<file path="src/rtl/frame_dump_trig.sv">
// Frame-count based dump trigger: counts vs falling edges and opens per-channel
// capture windows (single-shot, periodic or open-ended) at programmed frame numbers.
module frame_dump_trig #(
  parameter int CNTW = 32,
  parameter int CH   = 4,
  parameter int LENW = 16,
  localparam int CHW = (CH > 1) ? $clog2(CH) : 1
) (
  input  logic            clk,
  input  logic            rst_n,
  input  logic            vs,
  input  logic            cfg_we,
  input  logic [CHW-1:0]  cfg_ch,
  input  logic [CNTW-1:0] cfg_start,
  input  logic [LENW-1:0] cfg_len,
  input  logic [LENW-1:0] cfg_period,
  input  logic [1:0]      cfg_mode,
  input  logic            cfg_abort,
  output logic [CNTW-1:0] frame_cnt,
  output logic            frame_tick,
  output logic [CH-1:0]   dump_on,
  output logic [CH-1:0]   dump_start,
  output logic [CH-1:0]   dump_stop,
  output logic            busy
);

  typedef enum logic [1:0] {
    ST_IDLE   = 2'd0,
    ST_ARMED  = 2'd1,
    ST_ACTIVE = 2'd2,
    ST_DONE   = 2'd3
  } ch_state_e;

  localparam logic [1:0] MODE_SINGLE   = 2'd0;
  localparam logic [1:0] MODE_PERIODIC = 2'd1;
  localparam logic [1:0] MODE_OPEN     = 2'd2;

  logic            vs_d_r;
  logic            vs_vld_r;
  logic            frame_tick_r;
  logic [CNTW-1:0] frame_cnt_r;

  ch_state_e       state_r [CH];
  ch_state_e       state_s [CH];
  logic [CNTW-1:0] start_r [CH];
  logic [CNTW-1:0] start_s [CH];
  logic [LENW-1:0] rem_r   [CH];
  logic [LENW-1:0] rem_s   [CH];
  logic [LENW-1:0] len_r   [CH];
  logic [LENW-1:0] len_s   [CH];
  logic [LENW-1:0] per_r   [CH];
  logic [LENW-1:0] per_s   [CH];
  logic [LENW-1:0] step_s  [CH];
  logic [1:0]      mode_r  [CH];
  logic [1:0]      mode_s  [CH];

  logic [CH-1:0]   wr_sel_s;
  logic [CH-1:0]   ab_sel_s;
  logic [CH-1:0]   on_s;
  logic [CH-1:0]   start_pls_s;
  logic [CH-1:0]   stop_pls_s;
  logic            busy_s;
  logic [CH-1:0]   on_r;
  logic [CH-1:0]   start_pls_r;
  logic [CH-1:0]   stop_pls_r;
  logic            busy_r;

  // vs edge detector and frame counter; vs_vld_r suppresses a tick from a vs already low at reset release
  always_ff @(posedge clk or negedge rst_n) begin
    if (!rst_n) begin
      vs_d_r       <= 1'b1;
      vs_vld_r     <= 1'b0;
      frame_tick_r <= 1'b0;
      frame_cnt_r  <= {CNTW{1'b0}};
    end else begin
      vs_d_r       <= vs;
      vs_vld_r     <= 1'b1;
      frame_tick_r <= vs_vld_r & vs_d_r & ~vs;
      if (frame_tick_r) begin
        frame_cnt_r <= frame_cnt_r + CNTW'(1);
      end else begin
        frame_cnt_r <= frame_cnt_r;
      end
    end
  end

  // decode which channel the config strobes address; out-of-range indices match nothing
  always_comb begin
    wr_sel_s = {CH{1'b0}};
    ab_sel_s = {CH{1'b0}};
    for (int i = 0; i < CH; i++) begin
      if (cfg_ch == CHW'(i)) begin
        wr_sel_s[i] = cfg_we;
        ab_sel_s[i] = cfg_abort;
      end else begin
        wr_sel_s[i] = 1'b0;
        ab_sel_s[i] = 1'b0;
      end
    end
  end

  // per-channel next state: write beats abort beats tick
  always_comb begin
    busy_s = 1'b0;
    for (int i = 0; i < CH; i++) begin
      state_s[i]     = state_r[i];
      start_s[i]     = start_r[i];
      rem_s[i]       = rem_r[i];
      len_s[i]       = len_r[i];
      per_s[i]       = per_r[i];
      mode_s[i]      = mode_r[i];
      start_pls_s[i] = 1'b0;
      stop_pls_s[i]  = 1'b0;
      step_s[i]      = (per_r[i] == {LENW{1'b0}}) ? len_r[i] : per_r[i];
      if (wr_sel_s[i]) begin
        start_s[i]    = cfg_start;
        len_s[i]      = cfg_len;
        per_s[i]      = cfg_period;
        mode_s[i]     = (cfg_mode == 2'd3) ? MODE_SINGLE : cfg_mode;
        rem_s[i]      = {LENW{1'b0}};
        state_s[i]    = ST_ARMED;
        stop_pls_s[i] = (state_r[i] == ST_ACTIVE);
      end else if (ab_sel_s[i]) begin
        state_s[i]    = ST_IDLE;
        stop_pls_s[i] = (state_r[i] == ST_ACTIVE);
      end else if (frame_tick_r) begin
        case (state_r[i])
          ST_ARMED: begin
            if (frame_cnt_r == start_r[i]) begin
              if ((len_r[i] != {LENW{1'b0}}) || (mode_r[i] == MODE_OPEN)) begin
                state_s[i]     = ST_ACTIVE;
                rem_s[i]       = len_r[i];
                start_pls_s[i] = 1'b1;
              end else begin
                state_s[i] = ST_DONE;
              end
            end else begin
              state_s[i] = ST_ARMED;
            end
          end
          ST_ACTIVE: begin
            if (mode_r[i] == MODE_OPEN) begin
              state_s[i] = ST_ACTIVE;
            end else if (rem_r[i] == LENW'(1)) begin
              stop_pls_s[i] = 1'b1;
              rem_s[i]      = {LENW{1'b0}};
              if (mode_r[i] == MODE_PERIODIC) begin
                state_s[i] = ST_ARMED;
                start_s[i] = start_r[i] + CNTW'(step_s[i]);
              end else begin
                state_s[i] = ST_DONE;
              end
            end else begin
              rem_s[i] = rem_r[i] - LENW'(1);
            end
          end
          default: begin
            state_s[i] = state_r[i];
          end
        endcase
      end else begin
        state_s[i] = state_r[i];
      end
      on_s[i] = (state_s[i] == ST_ACTIVE);
      busy_s  = busy_s | (state_s[i] == ST_ARMED) | (state_s[i] == ST_ACTIVE);
    end
  end

  // channel state and field registers
  always_ff @(posedge clk or negedge rst_n) begin
    if (!rst_n) begin
      for (int i = 0; i < CH; i++) begin
        state_r[i] <= ST_IDLE;
        start_r[i] <= {CNTW{1'b0}};
        rem_r[i]   <= {LENW{1'b0}};
        len_r[i]   <= {LENW{1'b0}};
        per_r[i]   <= {LENW{1'b0}};
        mode_r[i]  <= 2'd0;
      end
    end else begin
      for (int i = 0; i < CH; i++) begin
        state_r[i] <= state_s[i];
        start_r[i] <= start_s[i];
        rem_r[i]   <= rem_s[i];
        len_r[i]   <= len_s[i];
        per_r[i]   <= per_s[i];
        mode_r[i]  <= mode_s[i];
      end
    end
  end

  // output registers, loaded from next-state so pulses align with the transition
  always_ff @(posedge clk or negedge rst_n) begin
    if (!rst_n) begin
      on_r        <= {CH{1'b0}};
      start_pls_r <= {CH{1'b0}};
      stop_pls_r  <= {CH{1'b0}};
      busy_r      <= 1'b0;
    end else begin
      on_r        <= on_s;
      start_pls_r <= start_pls_s;
      stop_pls_r  <= stop_pls_s;
      busy_r      <= busy_s;
    end
  end

  assign frame_cnt  = frame_cnt_r;
  assign frame_tick = frame_tick_r;
  assign dump_on    = on_r;
  assign dump_start = start_pls_r;
  assign dump_stop  = stop_pls_r;
  assign busy       = busy_r;

endmodule

</file>
<file path="config.mk">
export PLATFORM = sky130hd
export DESIGN_NAME = frame_dump_trig
export DESIGN_NICKNAME = d
export VERILOG_FILES = /design/src/rtl/frame_dump_trig.sv
export SDC_FILE = /design/constraint.sdc
export NUM_CORES = 1
export LEC_CHECK = 0
export ABC_AREA = 0
export CAP_MARGIN = 40
export CORE_ASPECT_RATIO = 1.75
export CORE_MARGIN = 10
export CORE_UTILIZATION = 33
export CTS_CLUSTER_SIZE = 10
export DETAILED_ROUTE_END_ITERATION = 7
export MAX_ROUTING_LAYER = met4
export PLACE_DENSITY = 0.57
export SLEW_MARGIN = 20
export SYNTH_ARGS = -nofsm -noshare
export SYNTH_HDL_FRONTEND = slang
export SYNTH_SLANG_ARGS = --single-unit
</file>
<file path="constraint.sdc">
create_clock -name clk -period 10.05 [get_ports clk]
set_input_delay 2.01 -clock clk [delete_from_list [all_inputs] [get_ports clk]]
set_output_delay 2.01 -clock clk [all_outputs]
set_load 0.05 [all_outputs]
</file>
==> run metrics, run 1 <==
met3 usage=roughly 2.7%; Setup TNS=0 ps; Total Die Area=84,100 sq um; skew final=between 20 and 30 ps; overall die height=376 um; dpl hpwl=between 70,000 and 80,000 um; Netlist cell types=73; Worst R2R Setup Slack=about 5400 ps; Total Routing Usage GR=a little under a quarter; DR DRC count=0; vias in the first global route=around 21,000; largest net degree at the start of global routing=141; met1 usage in global routing=24.0%; #FFs+latches synth=384; cell area after synthesis=23,900 sq um; Post-Syn Area per Cell=~8.3 sq um; Reg area=approximately 9600 sq um; remaining global-route overflow=0; Initial Util=about a third; kind of critical path=in -> reg; stages on the worst setup path=9; Max Cap Viol=0; CTS H-Tree Depth=2; Synth async-reset ratio=100%; syn_nets=a little over 3,000; initial antenna violation count=2; PnR Total Power=0.00570 W; Worst-path clk slew=~60 ps; reg-to-reg endpoint=start_r[81]; VDD IR max=112 uV; max incr delay on CP=840 ps; drt total wl=96,900 um; clock latency on the worst-skew pair=between 500 and 600 ps; die width=between 200 and 250 um; Multi-input gate area=13,400 sq um; Worst Setup End Kind=flip-flop; I/O Buffers=118; Area Overhead vs Synth=14.4%; Synth Flop Type=dfrtp_1; crit-path most repeated cell=nand3_1; critical-path cell list=clkdlybuf4s50_1 -> nand3_1 -> nand2_1 -> or4_1 -> nor3_2 -> nand3_1 -> or4b_1 -> xor2_1 -> o21ai_1; share of layout cells above drive strength 1=4.34%; CP Max Fanout=15; Gates resized, CTS repair=0; row count=130; RR Startpoint=per_r[35]; reg2reg path depth=14; max_slew headroom=35.3%; core area=71,900 sq um; busiest layer in global routing=met2; synth warn=0; power per cell area=208 nW/um^2; DR vias/cell=5.58; hold-fix buffers at CTS=0; total CTS buffers=45; first-pass GRT wire length=142,000 um; top cell family by delay on the critical path=simple AND/OR/NAND/NOR gates; fin. max-slew vios=0; Crit path buffers/inverters=1; worst min path class=reg -> reg; met2 Use GR=39.6%; RSZ-0062 raised after global routing=no; DR vias=between 20,000 and 25,000; Routed Antenna Nets=0; EDFF count, synth=0; CTS sink count=384; worst setup path end=start_r[21]; setup violators final=0; Root Buffer=clkbuf_16; synthesized instance count=around 2,900; critical path's slowest cell=or4_1; fin crit share=46.5%; gpl congestion=0.987; IO Pins=119; crit path time final=4670 ps; slew at the pin with the worst max-slew slack=971 ps; final hold violations=0; Seq/Total Area, Yosys=around two fifths; first drt pass iteration count=5; routed len/inst=25.1 um; CP Launch Type=input pin; clock buffer depth=3; CP startpoint=cfg_abort; Worst Path Arrival=approximately 5100 ps; fillcell total=roughly 7,400; Post-CTS Setup Bufs=0; P_leak=12.1 nW; fmax=about 210 MHz; Layout Nets=3,072; critical path required time=10,480 ps; Initial DRC Count=1,775; TritonCTS clock tree=done; outcome=completed
-- synth_stat cells, types with 4 or more instances --
cell | instances | share of area [%]
fa_1 | 4 | 0.33
o311ai_0 | 8 | 0.29
nand4_1 | 49 | 1.3
nor3_1 | 58 | 1.2
dfrtp_1 | 383 | 40
a21oi_1 | 110 | 2.3
xor2_1 | 87 | 3.2
nor2_1 | 190 | 3.0
o211ai_1 | 9 | 0.28
mux2_2 | 6 | 0.28
or3_1 | 17 | 0.44
o31ai_1 | 6 | 0.19
a41oi_1 | 5 | 0.18
o22ai_1 | 14 | 0.37
a22oi_1 | 24 | 0.75
o221ai_1 | 12 | 0.44
a21o_1 | 93 | 2.9
nor4b_1 | 4 | 0.15
nand3_1 | 109 | 2.3
and2_1 | 23 | 0.60
o211a_1 | 8 | 0.33
o21bai_1 | 13 | 0.41
inv_1 | 96 | 1.5
o21ai_0 | 211 | 4.4
clkbuf_1 | 145 | 2.3
or2_2 | 5 | 0.13
nand2b_1 | 19 | 0.50
mux2i_1 | 31 | 1.3
nor4_1 | 69 | 1.8
nor2b_1 | 20 | 0.52
xnor2_1 | 174 | 6.4
a31oi_1 | 38 | 0.99
a2111oi_0 | 9 | 0.33
and3_1 | 35 | 0.91
nor3b_1 | 8 | 0.25
and4_1 | 16 | 0.59
o32ai_1 | 13 | 0.48
or4_1 | 7 | 0.22
o21a_1 | 13 | 0.41
a211oi_1 | 16 | 0.50
buf_1 | 14 | 0.22
o2111ai_1 | 4 | 0.15
ha_1 | 82 | 4.3
nand2_1 | 572 | 9.0
-- tightest hold or removal path, stage by stage, from the launching register on --
cell and delay, ps:
dfstp_2 350, nand2_1 50, nor2_1 40
-- registers in the layout, summed over array words and instances (netlist names) --
name,flops
rem_r,64
vs_d_r,1
start_r,128
state_r,8
busy,1
frame_cnt,32
dump_stop,4
mode_r,8
dump_on,4
len_r,64
vs_vld_r,1
per_r,64
frame_tick,1
dump_start,4
-- where the power goes --
part	internal (W)	switching, W	total [W]
combinational	0.000797	0.00121	0.00200
clock	0.000845	0.000672	0.00152
sequential	0.00180	0.000382	0.00218
total	0.00344	0.00226	0.00570
-- per-stage QoR --
stage          util (%)  hold WS, ps  cells  worst slack, ps  instance area [sq um]
2_1_floorplan         -          449   2871             5970                  23900
3_3_place_gp       36.1          468   3779             4900                  25900
3_5_place_dp       36.3          469   3786             4820                  26100
4_1_cts            38.0          478   3848             5140                  27300
5_1_grt            38.1          501   3854             5170                  27400
6_report           38.1          472   3855             5380                  27400
-- metal layers --
layer / wire length [um] / up-vias / share of wire [%]
met2: 48500 / 640 / 50
met1: 36000 / 10500 / 37
li1: - / 10100 / -
met3: 4250 / 263 / 4.4
met4: 8200 / 0 / 8.5
met5: 0 / - / 0
-- cell families (layout without fill, tap and decap cells) --
group	after synthesis	in the layout	share of synthesized area [%]
buffers and inverters	257	314	4.04
other	1	4	0.0157
and+or+nand+nor	1218	1218	23.5
muxes	37	37	1.58
xor gates and xnor gates	261	261	9.55
AOI/OAI and AO/OA	627	627	16.6
adders and majority gates	86	86	4.62
DFF	384	384	40.1
-- area by class of cell --
type,instances,share of cell area (%)
well taps,924,4.22
repair buffers,156,5.77
clock buffers,59,4.50
diodes,3,0.0274
multi-input cells,2230,49.0
clock inverters,3,0.0823
flip-flops and latches,384,35.1
inverters,96,1.32
-- placed cells by master (no fill, tap or decap), types with 57 or more instances in the layout --
cell and count:
o21ai_0 211, nor3_1 57, nor2_1 190, inv_1 96
xnor2_1 174, ha_1 82, clkdlybuf4s50_1 117, a21o_1 93
nand3_1 108, nand2_1 569, nor4_1 69, dfrtp_1 383
xor2_1 87, a21oi_1 110
-- worst min path at each step --
| stage | slack [ps] | end | cells past startpoint | from |
|---|---|---|---|---|
| finish | 470 | frame_tick | 2 | vs_d_r |
| floorplan | 450 | frame_tick | 2 | vs_vld_r |
| global route | 500 | frame_tick | 2 | vs_d_r |
| detailed placement | 470 | frame_tick | 2 | vs_d_r |
| CTS | 480 | frame_tick | 2 | vs_d_r |
| global placement | 470 | frame_tick | 2 | vs_d_r |
(Power assumes the default switching activity.)
==> inputs of run 2 (changes only) <==
Settings changed: PLACE_DENSITY 0.57 to 0.59.
Clock period 10.05 ns to 4 ns, I/O delays scaled along.
==> run metrics, run 2 (synthesis results as in run 1) <==
I/O Buffers=118 (unchanged); drt total wl=96,300 um (-0.65%); Placed Cells=3,854 (+1.8%); reg-to-reg endpoint=start_r[89]; Worst-path clk slew=60 ps (about the same); DR DRC count=0 (unchanged); critical path required time=4510 ps (-5970 ps); die width=224 um (unchanged); most frequent cells in the layout=nand2_1, dfrtp_1, o21ai_0; Crit path buffers/inverters=2 (+1); largest net degree at the start of global routing=105 (-26%); crit path time final=3800 ps; worst min path class=in -> async; most common cell after layout, fill and taps aside=nand2_1; Initial Util=33.3% (unchanged); setup violators final=0 (unchanged); fin crit share=~95%; gpl congestion=1.02 (+3.7%); Root Buffer=clkbuf_16; Worst Setup End Kind=flip-flop; kind of critical path=reg -> reg; Layout Nets=3,137 (+2.1%); power per cell area=516 nW/um^2 (+150%); vias in the first global route=21,700 (+0.84%); max_slew headroom=39.8% (+4.5 points); core area=71,900 sq um (unchanged); RR Startpoint=per_r[39]; max incr delay on CP=560 ps (-280 ps); hold-fix buffers at CTS=0 (unchanged); first drt pass iteration count=6 (+1); largest register by flop count=start_r; outcome=completed; Non-Filler Instances=3,921 (+1.7%); skew final=13.6 ps (-15.3 ps); P_leak=12.4 nW (+2.8%); Max Cap Viol=0 (unchanged); fmax=between 200 and 300 MHz; VDD IR max=289 uV (+160%); reg2reg path depth=15 (+1); Total Die Area=84,100 sq um (unchanged); Worst R2R Setup Slack=200 ps (-5210 ps); critical-path cell list=nor4_1 -> nand4_1 -> nor2_1 -> buf_4 -> a21o_1 -> ha_1 -> a211oi_1 -> o21ai_0 -> a2111o_1 -> and3_1 -> o31ai_1 -> buf_4 -> a211oi_4 -> mux2_2 -> nand2_1; clock buffer depth=3 (unchanged); total CTS buffers=45 (unchanged); clock latency on the worst-skew pair=580 ps (about the same); final hold violations=0 (unchanged); share of layout cells above drive strength 1=6.48% (+2.1 points); routed len/inst=24.6 um (-2.3%); initial antenna violation count=3 (+1); Routed Antenna Nets=0 (unchanged); Worst Path Arrival=4310 ps (-800 ps); RSZ-0062 raised after global routing=no; CTS H-Tree Depth=2 (unchanged); stages on the worst setup path=15 (+6); crit-path most repeated cell=buf_4; first-pass GRT wire length=142,000 um (about the same); dpl hpwl=74,200 um (+2.1%); fin. max-slew vios=0 (unchanged); Area Overhead vs Synth=16.6%; max reg flops=128 (unchanged); DR vias=21,800 (+1.4%); Total Routing Usage GR=23.0% (-0.075 points); IO Pins=119 (unchanged); Setup TNS=0 ps (unchanged); overall die height=376 um (unchanged); CP Max Fanout=14 (-1); CTS sink count=384 (unchanged); Initial DRC Count=1,537 (-13%); Final Util=38.8% (+0.73 points); TritonCTS clock tree=done; slew at the pin with the worst max-slew slack=900 ps (-70.8 ps); remaining global-route overflow=0 (unchanged); critical path's slowest cell=a211oi_4; top cell family by delay on the critical path=compound AO/OA/AOI/OAI gates; row count=130 (unchanged); fillcell total=7,335 (-0.81%); DR vias/cell=5.57 (-0.28%); CP Launch Type=flip-flop
==> run 2: changes by cell type in the layout (fill, tap and decap cells not counted), sizes merged <==
cell           before  now
clkinv              2    0
clkbuf             60   61
buf                37  104
inv                97   98
clkdlybuf4s18       1    0
==> run 2: stage by stage <==
| step | setup WS [ps] | total power (W) | hold slack, ps | instance area (sq um) |
|---|---|---|---|---|
| 4_1_cts | 113 | 0.0144 | 176 | 27900 |
| 6_report | 203 | 0.0144 | 164 | 27900 |
| 3_3_place_gp | 204 | 0.0105 | 454 | 26600 |
| 3_5_place_dp | 130 | 0.0106 | 457 | 26600 |
| 5_1_grt | 0.318 | 0.0153 | 205 | 27900 |
| 2_1_floorplan | 110 | 0.00875 | 449 | 23900 |
==> run 2: what timing repair did <==
item	CTS	global route
resized for setup	0	7
buffers inserted	0	0
setup endpoints to repair	0	10
==> run 2: worst reg2reg max path: stages, from the launching register on <==
cell	delay [ps]
dfrtp_1	400
nor4_1	360
nand4_1	160
nor2_1	150
buf_4	210
a21o_1	140
ha_1	200
a211oi_1	120
o21ai_0	330
a2111o_1	240
and3_1	170
o31ai_1	70
buf_4	150
a211oi_4	560
mux2_2	400
nand2_1	60
==> run 2: area by class of cell <==
type / count / area [sq um] / area share (%)
multi-input cells: 2230 / 13400 / 48.1
flip-flops and latches: 384 / 9610 / 34.4
repair buffers: 221 / 2080 / 7.46
clock buffers: 61 / 1250 / 4.47
well taps: 924 / 1160 / 4.14
inverters: 96 / 360 / 1.29
clock inverters: 2 / 17.5 / 0.0628
diodes: 3 / 7.51 / 0.0269
==> run 2: report_power, final <==
group	switching, W	internal, W
Sequential	0.000828	0.00452
Clock	0.00169	0.00215
Combinational	0.00314	0.00209
Total	0.00566	0.00876
==> run 2: routing by layer <==
metal  share of wire, %  vias to the layer above  GRT usage (%)
li1                   -                    10200              -
met5                  0                        -              -
met3                4.5                      315           3.10
met2                 50                      708           39.1
met4                 11                        0           20.6
met1                 35                    10600           22.6
==> run 2: worst max path at each step <==
stage               startpoint     endpoint  slack (ps)
detailed placement   per_r[23]  start_r[49]         130
floorplan            per_r[19]  start_r[49]         110
global route         per_r[39]  start_r[83]         0.3
CTS                  per_r[23]  start_r[49]         110
finish               per_r[39]  start_r[89]         200
global placement     per_r[19]  start_r[49]         200
==> inputs of run 3 (changes only) <==
Settings changed: CORE_ASPECT_RATIO 1.75 to default, REMOVE_ABC_BUFFERS from default to 1.
==> run metrics, run 3 (synthesis results as in run 1) <==
initial antenna violation count=5 (+2); crit path time final=3740 ps (-54.2 ps); max reg flops=128 (unchanged); routed len/inst=21.6 um (-12%); CP startpoint=per_r[23]; Initial Util=33.4% (+0.076 points); power per cell area=518 nW/um^2 (+0.41%); Worst-path clk slew=60 ps (about the same); max incr delay on CP=390 ps (-170 ps); CP Launch Type=flip-flop; hold-fix buffers at CTS=0 (unchanged); Worst Path Arrival=4210 ps (-100 ps); vias in the first global route=20,200 (-6.7%); first drt pass iteration count=5 (-1); Max Cap Viol=0 (unchanged); setup violators final=0 (unchanged); Layout Nets=3,138 (+0.032%); met3 wire len=5190 um (+20%); critical path required time=4470 ps (-40 ps); Initial DRC Count=1,916 (+25%); P_leak=12.5 nW (+0.62%); Worst Setup End Kind=flip-flop; fin crit share=93.6% (-1.4 points); clock latency on the worst-skew pair=600 ps (+20 ps); WL met1=39,900 um (+18%); most common cell after layout, fill and taps aside=nand2_1; remaining global-route overflow=0 (unchanged); fmax=267 MHz (+1.4%); critical-path cell list=nor4_1 -> nand4_1 -> nor2_2 -> buf_4 -> a21o_1 -> ha_1 -> o211ai_1 -> nand2_1 -> a41oi_2 -> o21a_1 -> o221ai_2 -> a41oi_2 -> buf_4 -> mux2i_1 -> a211o_1; Root Buffer=clkbuf_16; DR vias/cell=5.42 (-2.6%); dpl hpwl=64,700 um (-13%); die width=289 um (+29%); critical path's slowest cell=dfrtp_1; first-pass GRT wire length=129,000 um (-9.2%); Total Routing Usage GR=20.6% (-2.3 points); IO Pins=119 (unchanged); post-route worst setup slack=258 ps (+54.2 ps); VDD IR max=354 uV (+22%); largest register by flop count=start_r; DR DRC count=0 (unchanged); DR vias=21,500 (-1.6%); kind of critical path=reg -> reg; TritonCTS clock tree=done; slew at the pin with the worst max-slew slack=886 ps (-14.4 ps); row count=98 (-25%); outcome=completed; Area Overhead vs Synth=17.5%; RSZ-0062 raised after global routing=no; Reg area=9610 sq um (unchanged); Routed Antenna Nets=0 (unchanged); skew final=18.8 ps (+5.17 ps); top layer in use=met4; core area=71,700 sq um (-0.23%); final hold violations=0 (unchanged); clock buffer depth=3 (unchanged); drt total wl=85,700 um (-11%); share of layout cells above drive strength 1=7.02% (+0.54 points); max_slew headroom=40.5% (+0.69 points); overall die height=289 um (-23%); worst min path class=in -> async; fin. max-slew vios=0 (unchanged); gpl congestion=0.937 (-8.4%); CTS sink count=384 (unchanged); most frequent cells in the layout=nand2_1, dfrtp_1, o21ai_0; RR Startpoint=per_r[23]; I/O Buffers=118 (unchanged); Total Die Area=83,700 sq um (-0.50%); DP Worst Slack=-33.6 ps (-164 ps); total CTS buffers=48 (+6.7%); Crit path buffers/inverters=2 (unchanged); met2 wire length=38,200 um (-20%); largest net degree at the start of global routing=99 (-5.7%); top cell family by delay on the critical path=compound AO/OA/AOI/OAI gates; Multi-input gate area=13,500 sq um (+0.23%); CP Max Fanout=11 (-3); Setup TNS=0 ps (unchanged); fillcell total=7,295 (-0.55%); Final Util=39.2% (+0.40 points); CTS H-Tree Depth=2 (unchanged)
## run 3: cell count changes in the layout (fill, tap and decap cells not counted), sizes merged
cell	delta
clkbuf	+10
diode	+2
buf	-2
clkinv	+5
inv	-1
## run 3: power breakdown
| group | internal, W | leakage (nW) | total [W] | switching [W] |
|---|---|---|---|---|
| Combinational | 0.00205 | 7.00 | 0.00514 | 0.00309 |
| Sequential | 0.00453 | 4.81 | 0.00531 | 0.000782 |
| Clock | 0.00238 | 0.712 | 0.00414 | 0.00175 |
## run 3: metrics by stage
stage | power (W) | std cells | instance area (sq um) | hold WS [ps]
final | 0.0146 | 3961 | 28100 | 257
after CTS | 0.0146 | 3954 | 28100 | 281
after global routing | 0.0155 | 3961 | 28100 | 302
after global placement | 0.0104 | 3877 | 26600 | 454
after detailed placement | 0.0104 | 3877 | 26600 | 466
after floorplan | 0.00871 | 2710 | 23300 | 449
## run 3: worst paths after layout
| path | to | slack, ps | depth (start not counted) |
|---|---|---|---|
| worst max-delay path | start_r[49] | 260 | 15 |
| worst min register to register | frame_tick | 470 | 2 |
| worst min-delay path | start_r[117] | 260 | 1 |
| min in group clk | frame_tick | 470 | 2 |
| max in group asynchronous | start_r[55] | 2780 | 2 |
| worst max register to register | start_r[49] | 260 | 15 |
## run 3: routing by layer
layer,global-route usage [%],vias to the layer above
li1,-,10300
met1,28.3,10400
met2,31.3,680
met3,2.97,127
met4,5.61,0
met5,-,-
## run 3: timing repair
| action | 4_1_cts | 5_1_grt |
|---|---|---|
| setup endpoints to repair | 5 | 24 |
| setup buffers | 0 | 1 |
| pin swaps | 0 | 1 |
| gates resized for setup | 1 | 11 |
## run 3: cell type report
class	count	share of cell area, %
multi-input cells	2230	47.8
inverters	96	1.28
clock buffers	71	4.94
diodes	5	0.0445
flip-flops and latches	384	34.2
repair buffers	219	7.25
clock inverters	6	0.249
well taps	950	4.23
